==> config.mk <==
export PLATFORM = sky130hd
export DESIGN_NAME = expr_vector_sequencer
export DESIGN_NICKNAME = d
export VERILOG_FILES = /design/src/rtl/expr_seq_pkg.sv /design/src/rtl/expr_seq_misr.sv /design/src/rtl/expr_vector_sequencer.sv
export SDC_FILE = /design/constraint.sdc
export NUM_CORES = 1
export LEC_CHECK = 0
export ABC_AREA = 1
export BUFFER_PORTS_ARGS = -buffer_cell sky130_fd_sc_hd__clkbuf_2
export CORE_ASPECT_RATIO = 0.75
export CORE_MARGIN = 4
export CORE_UTILIZATION = 40
export CTS_CLUSTER_DIAMETER = 40
export DETAILED_ROUTE_END_ITERATION = 8
export REMOVE_ABC_BUFFERS = 1
export SYNTH_ARGS = -nofsm -noshare
export SYNTH_HDL_FRONTEND = slang
export SYNTH_HIERARCHICAL = 1
export SYNTH_SLANG_ARGS = --single-unit
export TNS_END_PERCENT = 20
==> constraint.sdc <==
create_clock -name clk -period 2.4 [get_ports clk]
set_input_delay 0.12 -clock clk [delete_from_list [all_inputs] [get_ports clk]]
set_output_delay 0.12 -clock clk [all_outputs]
set_load 0.05 [all_outputs]
==> src/rtl/expr_seq_pkg.sv <==
// -----------------------------------------------------------------------------
// expr_seq_pkg
// Shared types and constants for the expression vector sequencer:
//   - FSM state enum
//   - operand / result / signature widths and operand group widths
//   - LFSR feedback mask and MISR polynomial, signature init value
//   - lfsr_step(): one Galois step of the operand generator
// -----------------------------------------------------------------------------
package expr_seq_pkg;

  typedef enum logic [1:0] {
    ST_IDLE  = 2'd0,
    ST_RUN   = 2'd1,
    ST_DRAIN = 2'd2,
    ST_DONE  = 2'd3
  } state_t;

  localparam int OPND_W = 60;
  localparam int RES_W  = 90;
  localparam int SIG_W  = 32;
  localparam int LFSR_W = 64;

  // Operand group widths, a0..a5 then b0..b5 (same pattern for both halves)
  localparam int GRP0_W = 4;
  localparam int GRP1_W = 5;
  localparam int GRP2_W = 6;
  localparam int GRP3_W = 4;
  localparam int GRP4_W = 5;
  localparam int GRP5_W = 6;

  // x^64 + x^63 + x^61 + x^60 + 1, right-shifting Galois form:
  // term x^k maps to feedback bit k-1.
  localparam logic [LFSR_W-1:0] LFSR_POLY = 64'hD800_0000_0000_0000;
  localparam logic [LFSR_W-1:0] LFSR_INIT = 64'h1;

  localparam logic [SIG_W-1:0] MISR_POLY = 32'h04C1_1DB7;
  localparam logic [SIG_W-1:0] SIG_INIT  = 32'hFFFF_FFFF;

  function automatic logic [LFSR_W-1:0] lfsr_step(input logic [LFSR_W-1:0] s);
    logic [LFSR_W-1:0] nxt;
    nxt = s >> 1;
    if (s[0]) nxt = nxt ^ LFSR_POLY;
    return nxt;
  endfunction

endpackage

==> src/rtl/expr_seq_misr.sv <==
// -----------------------------------------------------------------------------
// expr_seq_misr
// 32-bit MISR that folds a 90-bit datapath result into the running signature.
// Ports:
//   clk     : clock
//   rst     : synchronous active-high reset (signature -> SIG_INIT)
//   i_init  : synchronous re-initialise to SIG_INIT (start of a run)
//   i_en    : absorb i_res this cycle
//   i_res   : datapath result y
//   o_sig   : current signature
// -----------------------------------------------------------------------------
module expr_seq_misr
  import expr_seq_pkg::*;
(
  input  logic             clk,
  input  logic             rst,
  input  logic             i_init,
  input  logic             i_en,
  input  logic [RES_W-1:0] i_res,
  output logic [SIG_W-1:0] o_sig
);

  logic [SIG_W-1:0] r_sig;
  logic [SIG_W-1:0] w_shift;
  logic [SIG_W-1:0] w_fold;

  // Shift with polynomial feedback, then XOR in the result folded to 32 bits
  // (upper 26 result bits are zero-extended).
  assign w_shift = {r_sig[SIG_W-2:0], 1'b0} ^ (r_sig[SIG_W-1] ? MISR_POLY : '0);
  assign w_fold  = i_res[31:0] ^ i_res[63:32] ^ {6'b0, i_res[89:64]};

  always_ff @(posedge clk) begin
    if (rst || i_init) begin
      r_sig <= SIG_INIT;
    end else if (i_en) begin
      r_sig <= w_shift ^ w_fold;
    end
  end

  assign o_sig = r_sig;

endmodule

==> src/rtl/expr_vector_sequencer.sv <==
// -----------------------------------------------------------------------------
// expr_vector_sequencer
// Issues LFSR-generated operand vectors to an expression datapath and
// compacts the returned results into a MISR signature.
// Parameters:
//   CNT_W   : width of the vector count (max run 2^CNT_W-1 vectors)
//   RES_LAT : cycles from operand issue to result sample (0..3)
// Ports:
//   clk, rst          : clock, synchronous active-high reset
//   start, abort      : begin a run (IDLE/DONE only), cancel active run
//   seed, num_vec     : LFSR seed and run length, sampled on accepted start
//   opnd, opnd_valid  : operand vector to the datapath and its valid
//   res               : datapath result
//   busy, done        : RUN/DRAIN indicator, DONE indicator
//   signature         : MISR value
//   vec_cnt           : vectors issued in the current or last run
// Optional build macro EXPR_SEQ_COMPARE_EN adds:
//   exp_sig (in)      : expected signature, sampled on accepted start
//   pass (out)        : high in DONE when signature == exp_sig
// -----------------------------------------------------------------------------
module expr_vector_sequencer
  import expr_seq_pkg::*;
#(
  parameter int CNT_W   = 16,
  parameter int RES_LAT = 1
)(
  input  logic              clk,
  input  logic              rst,
  input  logic              start,
  input  logic              abort,
  input  logic [63:0]       seed,
  input  logic [CNT_W-1:0]  num_vec,
  output logic [OPND_W-1:0] opnd,
  output logic              opnd_valid,
  input  logic [RES_W-1:0]  res,
  output logic              busy,
  output logic              done,
  output logic [SIG_W-1:0]  signature,
  output logic [CNT_W-1:0]  vec_cnt
`ifdef EXPR_SEQ_COMPARE_EN
  ,
  input  logic [SIG_W-1:0]  exp_sig,
  output logic              pass
`endif
);

  state_t              r_state;
  state_t              w_state_nxt;
  logic [LFSR_W-1:0]   r_lfsr;
  logic [CNT_W-1:0]    r_vec_cnt;
  logic [CNT_W-1:0]    r_num;
  logic [OPND_W-1:0]   r_opnd_hold;
  logic                w_load;
  logic                w_busy;
  logic                w_abort;
  logic                w_issue;
  logic                w_last;
  logic                w_absorb;
  logic                w_drain_empty;

  assign w_busy  = (r_state == ST_RUN) || (r_state == ST_DRAIN);
  assign w_abort = abort && w_busy;
  // An aborting RUN cycle does not count as an issue: counters stay put.
  assign w_issue = (r_state == ST_RUN) && !abort;
  assign w_last  = (r_vec_cnt == (r_num - CNT_W'(1)));

  // In-flight tracking: one valid bit per pipeline stage of the datapath
  if (RES_LAT == 0) begin : g_lat0
    assign w_absorb      = w_issue;
    assign w_drain_empty = 1'b1;
  end else begin : g_line
    logic [RES_LAT-1:0] r_vld;

    always_ff @(posedge clk) begin
      if (rst || w_abort) begin
        r_vld <= '0;
      end else begin
        r_vld <= (r_vld << 1) | RES_LAT'(w_issue);
      end
    end

    assign w_absorb      = r_vld[RES_LAT-1] && !w_abort;
    // Empty once only the oldest entry (absorbed this cycle) remains
    assign w_drain_empty = ((r_vld << 1) == '0);
  end

  always_ff @(posedge clk) begin
    if (rst) r_state <= ST_IDLE;
    else     r_state <= w_state_nxt;
  end

  always_comb begin
    w_state_nxt = r_state;
    w_load      = 1'b0;
    case (r_state)
      ST_IDLE, ST_DONE: begin
        if (start) begin
          w_load      = 1'b1;
          w_state_nxt = (num_vec == '0) ? ST_DONE : ST_RUN;
        end
      end
      ST_RUN: begin
        if (abort) begin
          w_state_nxt = ST_IDLE;
        end else if (w_last) begin
          w_state_nxt = (RES_LAT == 0) ? ST_DONE : ST_DRAIN;
        end
      end
      ST_DRAIN: begin
        if (abort)              w_state_nxt = ST_IDLE;
        else if (w_drain_empty) w_state_nxt = ST_DONE;
      end
      default: w_state_nxt = ST_IDLE;
    endcase
  end

  always_ff @(posedge clk) begin
    if (rst) begin
      r_lfsr    <= LFSR_INIT;
      r_vec_cnt <= '0;
      r_num     <= '0;
    end else if (w_load) begin
      r_lfsr    <= (seed == '0) ? LFSR_INIT : seed;
      r_vec_cnt <= '0;
      r_num     <= num_vec;
    end else if (w_issue) begin
      r_lfsr    <= lfsr_step(r_lfsr);
      r_vec_cnt <= r_vec_cnt + CNT_W'(1);
    end
  end

  // Keeps the last driven operand visible once RUN is left
  always_ff @(posedge clk) begin
    if (rst)                     r_opnd_hold <= '0;
    else if (r_state == ST_RUN)  r_opnd_hold <= r_lfsr[OPND_W-1:0];
  end

  expr_seq_misr u_misr (
    .clk    (clk),
    .rst    (rst),
    .i_init (w_load),
    .i_en   (w_absorb),
    .i_res  (res),
    .o_sig  (signature)
  );

  assign opnd       = (r_state == ST_RUN) ? r_lfsr[OPND_W-1:0] : r_opnd_hold;
  assign opnd_valid = (r_state == ST_RUN);
  assign busy       = w_busy;
  assign done       = (r_state == ST_DONE);
  assign vec_cnt    = r_vec_cnt;

`ifdef EXPR_SEQ_COMPARE_EN
  logic [SIG_W-1:0] r_exp_sig;

  always_ff @(posedge clk) begin
    if (rst)         r_exp_sig <= '0;
    else if (w_load) r_exp_sig <= exp_sig;
  end

  assign pass = (r_state == ST_DONE) && (signature == r_exp_sig);
`endif

endmodule

==> impl_metrics.tcl, run 1 <==
set metrics [dict create \
    cts_tree "yes" \
    clockBufferDepth 2 \
    die_w_um 190.1 \
    syn_avg_cell_area_um2 6.814 \
    layout_common_cells "nand2_1, clkbuf_2, dfxtp_1, nor2_1, inv_1" \
    timing.fmax_mhz 442.6 \
    detailed_place_hpwl_um 22240 \
    cts.clk_slew.worst_paths_ns 0.08 \
    power.share.sequential_pct 32.9 \
    area_growth_pct 30.24 \
    initial_core_util_pct 41.08 \
    multiInputGateArea_um2 5276 \
    p_int_mw 7.217 \
    gr-usage-all-layers_pct 21.99 \
    mostFrequentLayoutCell "nand2_1" \
    switching_share_pct 46.48 \
    grt_pass1_wl_um 49450 \
    drt-initial-drc-count 688 \
    status "finished clean" \
    final_nets 1951 \
    p_sw_mw 6.269 \
    register_area_um2 3824 \
    finalSetupTns_ns 0 \
    relSlewSlack_pct 53.87 \
    hold_viol 0 \
    port_buffers 284 \
    dieArea_um2 27480 \
    io_pins 285 \
    ant_nets 0 \
    vdd.ir_drop.worst_v 0.0006228 \
    grt_antenna_before_repair 1 \
    power.total_mw 13.49 \
    core_area_um2 24220 \
    clock_latency_ns 0.44 \
    setup_viol 0 \
    synth_cell_types 38 \
    period_needed_ns 2.259 \
    combPwrFrac_pct 44.9 \
    cts_sinks 191 \
    htreeDepth 4 \
    synth_cells 1460 \
    drt-vias-per-instance 4.999 \
    drive_gt1_share_pct 20.18 \
    grt_max_degree 119 \
    firstDrtPassIters 5 \
    final_cells 2118 \
    root_buffer "clkbuf_16" \
    power.density_nw_per_um2 1041 \
    synth-seq-cells 191 \
    fin_crit_sh_pct 94.13 \
    path_class "reg -> out" \
    end_kind "output port" \
    hp-class "in -> reg" \
    gp_congestion 0.8172 \
    start_kind "flip-flop" \
    clockPowerShare_pct 22.2 \
    holdWs_ns 0.01843 \
    worst_ep_arrival_time_ns 2.14 \
    nFillCells 2408 \
    fin_area_um2 12960 \
    leakage_nw 6.248 \
    worst_pin_slew_ns 0.6912 \
    gr-total-overflow 0 \
    cts_buffers 17 \
    placed_area_um2 11650 \
    post_cts_buffers 0 \
    drv_slew 0 \
    grt_pass1_vias 9720 \
    rows 49 \
    drc 0 \
    drv_cap 0 \
    ys_seq_area_share_pct 38.44 \
    syn_area_um2 9948 \
    rsz0062_at_grt "false" \
    yosysWarnings 6 \
    vias 10590 \
    fin_skew_ns 0.009858 \
    wl_per_cell_um 14.88 \
    wl_um 31520 \
    die_h_um 144.6 \
    dp.cells 2016 \
    worstPathRequired_ns 2.28 \
    cp_max_fo 60 \
]
[per-layer routing]
metal	vias up	routed length, um	track usage (%)
met5	-	0	0
met4	0	355	4.795
met3	20	2041	4.537
met2	337	14070	34.85
met1	4797	15050	31.15
li1	5434	-	-
[through the flow]
step | setup WS, ns | util, %
final | 0.1408 | 53.50
after global routing | 0.02042 | 53.48
after CTS | 0.06195 | 53.44
after detailed placement | 0.1948 | 48.09
after global placement | 0.3563 | 48.09
after floorplan | -1.895 | -
[kinds of logic (layout without fill, tap and decap cells)]
logic type | after synthesis | in the layout | synth area share (%)
XOR/XNOR | 73 | 73 | 6.427
AO/OA/AOI/OAI | 235 | 235 | 14.24
adder cells (fa/ha/maj) | 5 | 5 | 0.6289
AND/OR/NAND/NOR | 745 | 745 | 31.68
other | 0 | 3 | 0
flip-flops | 191 | 191 | 38.44
buffers and inverters | 211 | 535 | 8.590
[synthesized netlist by cell type, drive strengths merged]
cell type  number  area share [%]
nand3          86             4.4
nand3b          3            0.23
inv           136             5.2
a2111oi        57             5.0
a21boi          1           0.075
nand2         417              16
o211ai          2            0.15
nand4          19             1.2
nor2          140             5.6
nor3           65             3.4
a31o            1           0.088
o221ai          2            0.18
dfxtp         191              38
clkinv          1           0.038
a22o            1           0.088
clkbuf         48             1.8
xor2           52             4.6
or2             5            0.31
ha              5            0.63
nor4           10            0.63
a21oi         119             6.0
o21ai          49             2.5
a31oi           3            0.19
xnor2          21             1.8
buf            26             1.6
[state kept, by name, indices dropped and copies added, names as in the netlist]
register and count:
u_misr/o_sig 32, r_num 16, g_line.r_vld 1, r_state 2, vec_cnt 16, r_opnd_hold 60
r_lfsr 64
[path summary, 6_finish.rpt]
check / cells past startpoint / slack, ns / endpoint / startpoint
worst max-delay path: 7 / 0.14 / opnd[58] / r_state[1]
worst min-delay path: 3 / 0.02 / r_num[0] / num_vec[0]
worst max register to register: 9 / 0.26 / r_lfsr[59] / r_state[0]
worst min register to register: 2 / 0.47 / r_opnd_hold[58] / r_opnd_hold[58]
[power by group through the flow]
stage               logic, mW  clock network [mW]  registers, mW
finish                   6.05                2.99           4.44
global route             6.67                3.19           4.53
CTS                      6.04                3.06           4.43
detailed placement       5.91                   0           4.49
global placement         5.84                   0           4.50
floorplan                4.06                   0           4.52
[layout make-up]
type / count / share of cell area, %
antenna: 3 / 0.05794
clock buffer: 18 / 3.390
clock inverter: 13 / 1.304
inverter: 137 / 4.037
multi-input combinational: 1058 / 40.72
sequential: 191 / 29.51
tap: 331 / 3.197
timing repair buffer: 367 / 17.78
[critical path, stage by stage, from the launching register on]
cell and delay (ns):
dfxtp_1 0.38, inv_1 0.06, ha_2 0.20, inv_4 0.09
buf_8 0.35, nand2_1 0.12, nand2_1 0.18, clkbuf_2 0.32
[what timing repair did]
item | 4_1_cts | 5_1_grt
endpoints found under the hold margin | 70 | 0
resized for setup | 2 | 4
endpoints found under the setup margin | 59 | 21
hold buffers | 68 | 0
gates cloned | 0 | 0
Power figures use the tool's default switching activity.
==> inputs of run 2 (changes only) <==
HOLD_SLACK_MARGIN = 0.05   (was default)
==> run 2 against run 1 <==
  * Via count grew 1.8%
  * Worst setup slack worse by 0.013 ns
  * Critical path depth unchanged
  * Cell area is 3.4% higher
  * Sequential cell count unchanged
  * Worst hold slack gained 0.041 ns
  * Clock power is essentially flat
  * Global-route usage rose by 0.34 points
  * Routed wire length grew 1.6%
  * Die area did not move
  * Critical path type unchanged
  * Largest power group unchanged
==> impl_metrics.tcl, run 2 (synthesis gave the netlist of run 1 again) <==
set metrics [dict create \
    rows 49 \
    path_class "reg -> out" \
    cts_sinks 191 \
    timing.fmax_mhz 440.1 \
    grt_pass1_vias 9989 \
    core_area_um2 24220 \
    rsz0062_at_grt "false" \
    wl_um 32030 \
    initial_core_util_pct 41.08 \
    placed_area_um2 11650 \
    io_pins 285 \
    start_kind "flip-flop" \
    fin_util_pct 55.31 \
    mostFrequentLayoutCell "nand2_1" \
    final_cells 2161 \
    finalSetupTns_ns 0 \
    htreeDepth 4 \
    dieArea_um2 27480 \
    fin_crit_sh_pct 94.67 \
    power.density_nw_per_um2 1013 \
    dp.cells 2016 \
    firstDrtPassIters 5 \
    largest_reg_flops 64 \
    detailed_place_hpwl_um 22240 \
    hold_viol 0 \
    layout_common_cells "nand2_1, clkbuf_2, dfxtp_1, nor2_1, inv_1" \
    clock_latency_ns 0.44 \
    grt_pass1_wl_um 50300 \
    period_needed_ns 2.272 \
    cts_buffers 17 \
    clockBufferDepth 2 \
    hp-class "in -> reg" \
    drv_cap 0 \
    setup_viol 0 \
    drive_gt1_share_pct 19.69 \
    gr-usage-all-layers_pct 22.32 \
    fin_skew_ns 0.009951 \
    fin_area_um2 13390 \
    status "finished clean" \
    relSlewSlack_pct 53.29 \
    drv_slew 0 \
    worst_pin_slew_ns 0.6999 \
    worstPathRequired_ns 2.28 \
    die_w_um 190.1 \
    cp_max_fo 60 \
    gr-total-overflow 0 \
    grt_antenna_before_repair 1 \
    power.total_mw 13.57 \
    drc 0 \
    port_buffers 284 \
    cts_tree "yes" \
    layout_setup_ws_ns 0.1279 \
    end_kind "output port" \
    drt-initial-drc-count 718 \
    area_growth_pct 34.64 \
    vdd.ir_drop.worst_v 0.0006223 \
    drt-vias-per-instance 4.988 \
    pre_cts_ws_ns 0.1948 \
    die_h_um 144.6 \
    final_nets 1995 \
    top_register "r_lfsr" \
    grt_max_degree 119 \
    worst_ep_arrival_time_ns 2.15 \
    wl_per_cell_um 14.82 \
    vias 10780 \
    cts.clk_slew.worst_paths_ns 0.07 \
    root_buffer "clkbuf_16" \
    ant_nets 0 \
    holdWs_ns 0.05944 \
    gp_congestion 0.8172 \
    leakage_nw 6.439 \
]
run 2: what timing repair did:
| item | 4_1_cts | 5_1_grt |
|---|---|---|
| gates resized for setup | 2 | 4 |
| endpoints found under the setup margin | 59 | 21 |
| hold endpoints to repair | 103 | 0 |
| buffers inserted | 0 | 0 |
| hold buffers | 112 | 0 |
run 2: where the power goes:
part | leakage (nW) | switching, mW | internal (mW) | total, mW
Combinational | 4.58 | 4.35 | 1.78 | 6.13
Sequential | 1.56 | 0.550 | 3.89 | 4.44
Clock | 0.293 | 1.39 | 1.61 | 3.00
Total | 6.44 | 6.29 | 7.28 | 13.6
run 2: area by class of cell:
class	count	area, um2
antenna	2	5.005
clock buffer	18	439.2
clock inverter	13	168.9
fill	2361	10820
inverter	137	523.0
multi-input combinational	1058	5276
sequential	191	3824
tap	331	414.1
timing repair buffer	411	2744
run 2: path summary, 6_finish.rpt:
check / start / to / slack (ns) / cells after the start
worst max-delay path: r_state[1] / opnd[58] / 0.13 / 7
worst min-delay path: res[29] / u_misr/o_sig[29] / 0.06 / 4
worst max register to register: r_state[0] / u_misr/o_sig[10] / 0.20 / 8
worst min register to register: r_opnd_hold[58] / r_opnd_hold[58] / 0.47 / 2
run 2: metal layers:
metal	vias to the layer above	share of wire (%)	track usage, %
li1	5520	-	-
met1	4903	48	31.46
met2	330	44	35.47
met3	27	6.2	4.440
met4	0	1.5	5.365
met5	-	0	0
run 2: critical path, stage by stage, from the launching register on:
cell	delay, ns
dfxtp_1	0.38
inv_1	0.06
ha_2	0.20
inv_4	0.09
buf_8	0.35
nand2_1	0.12
nand2_1	0.18
clkbuf_2	0.32
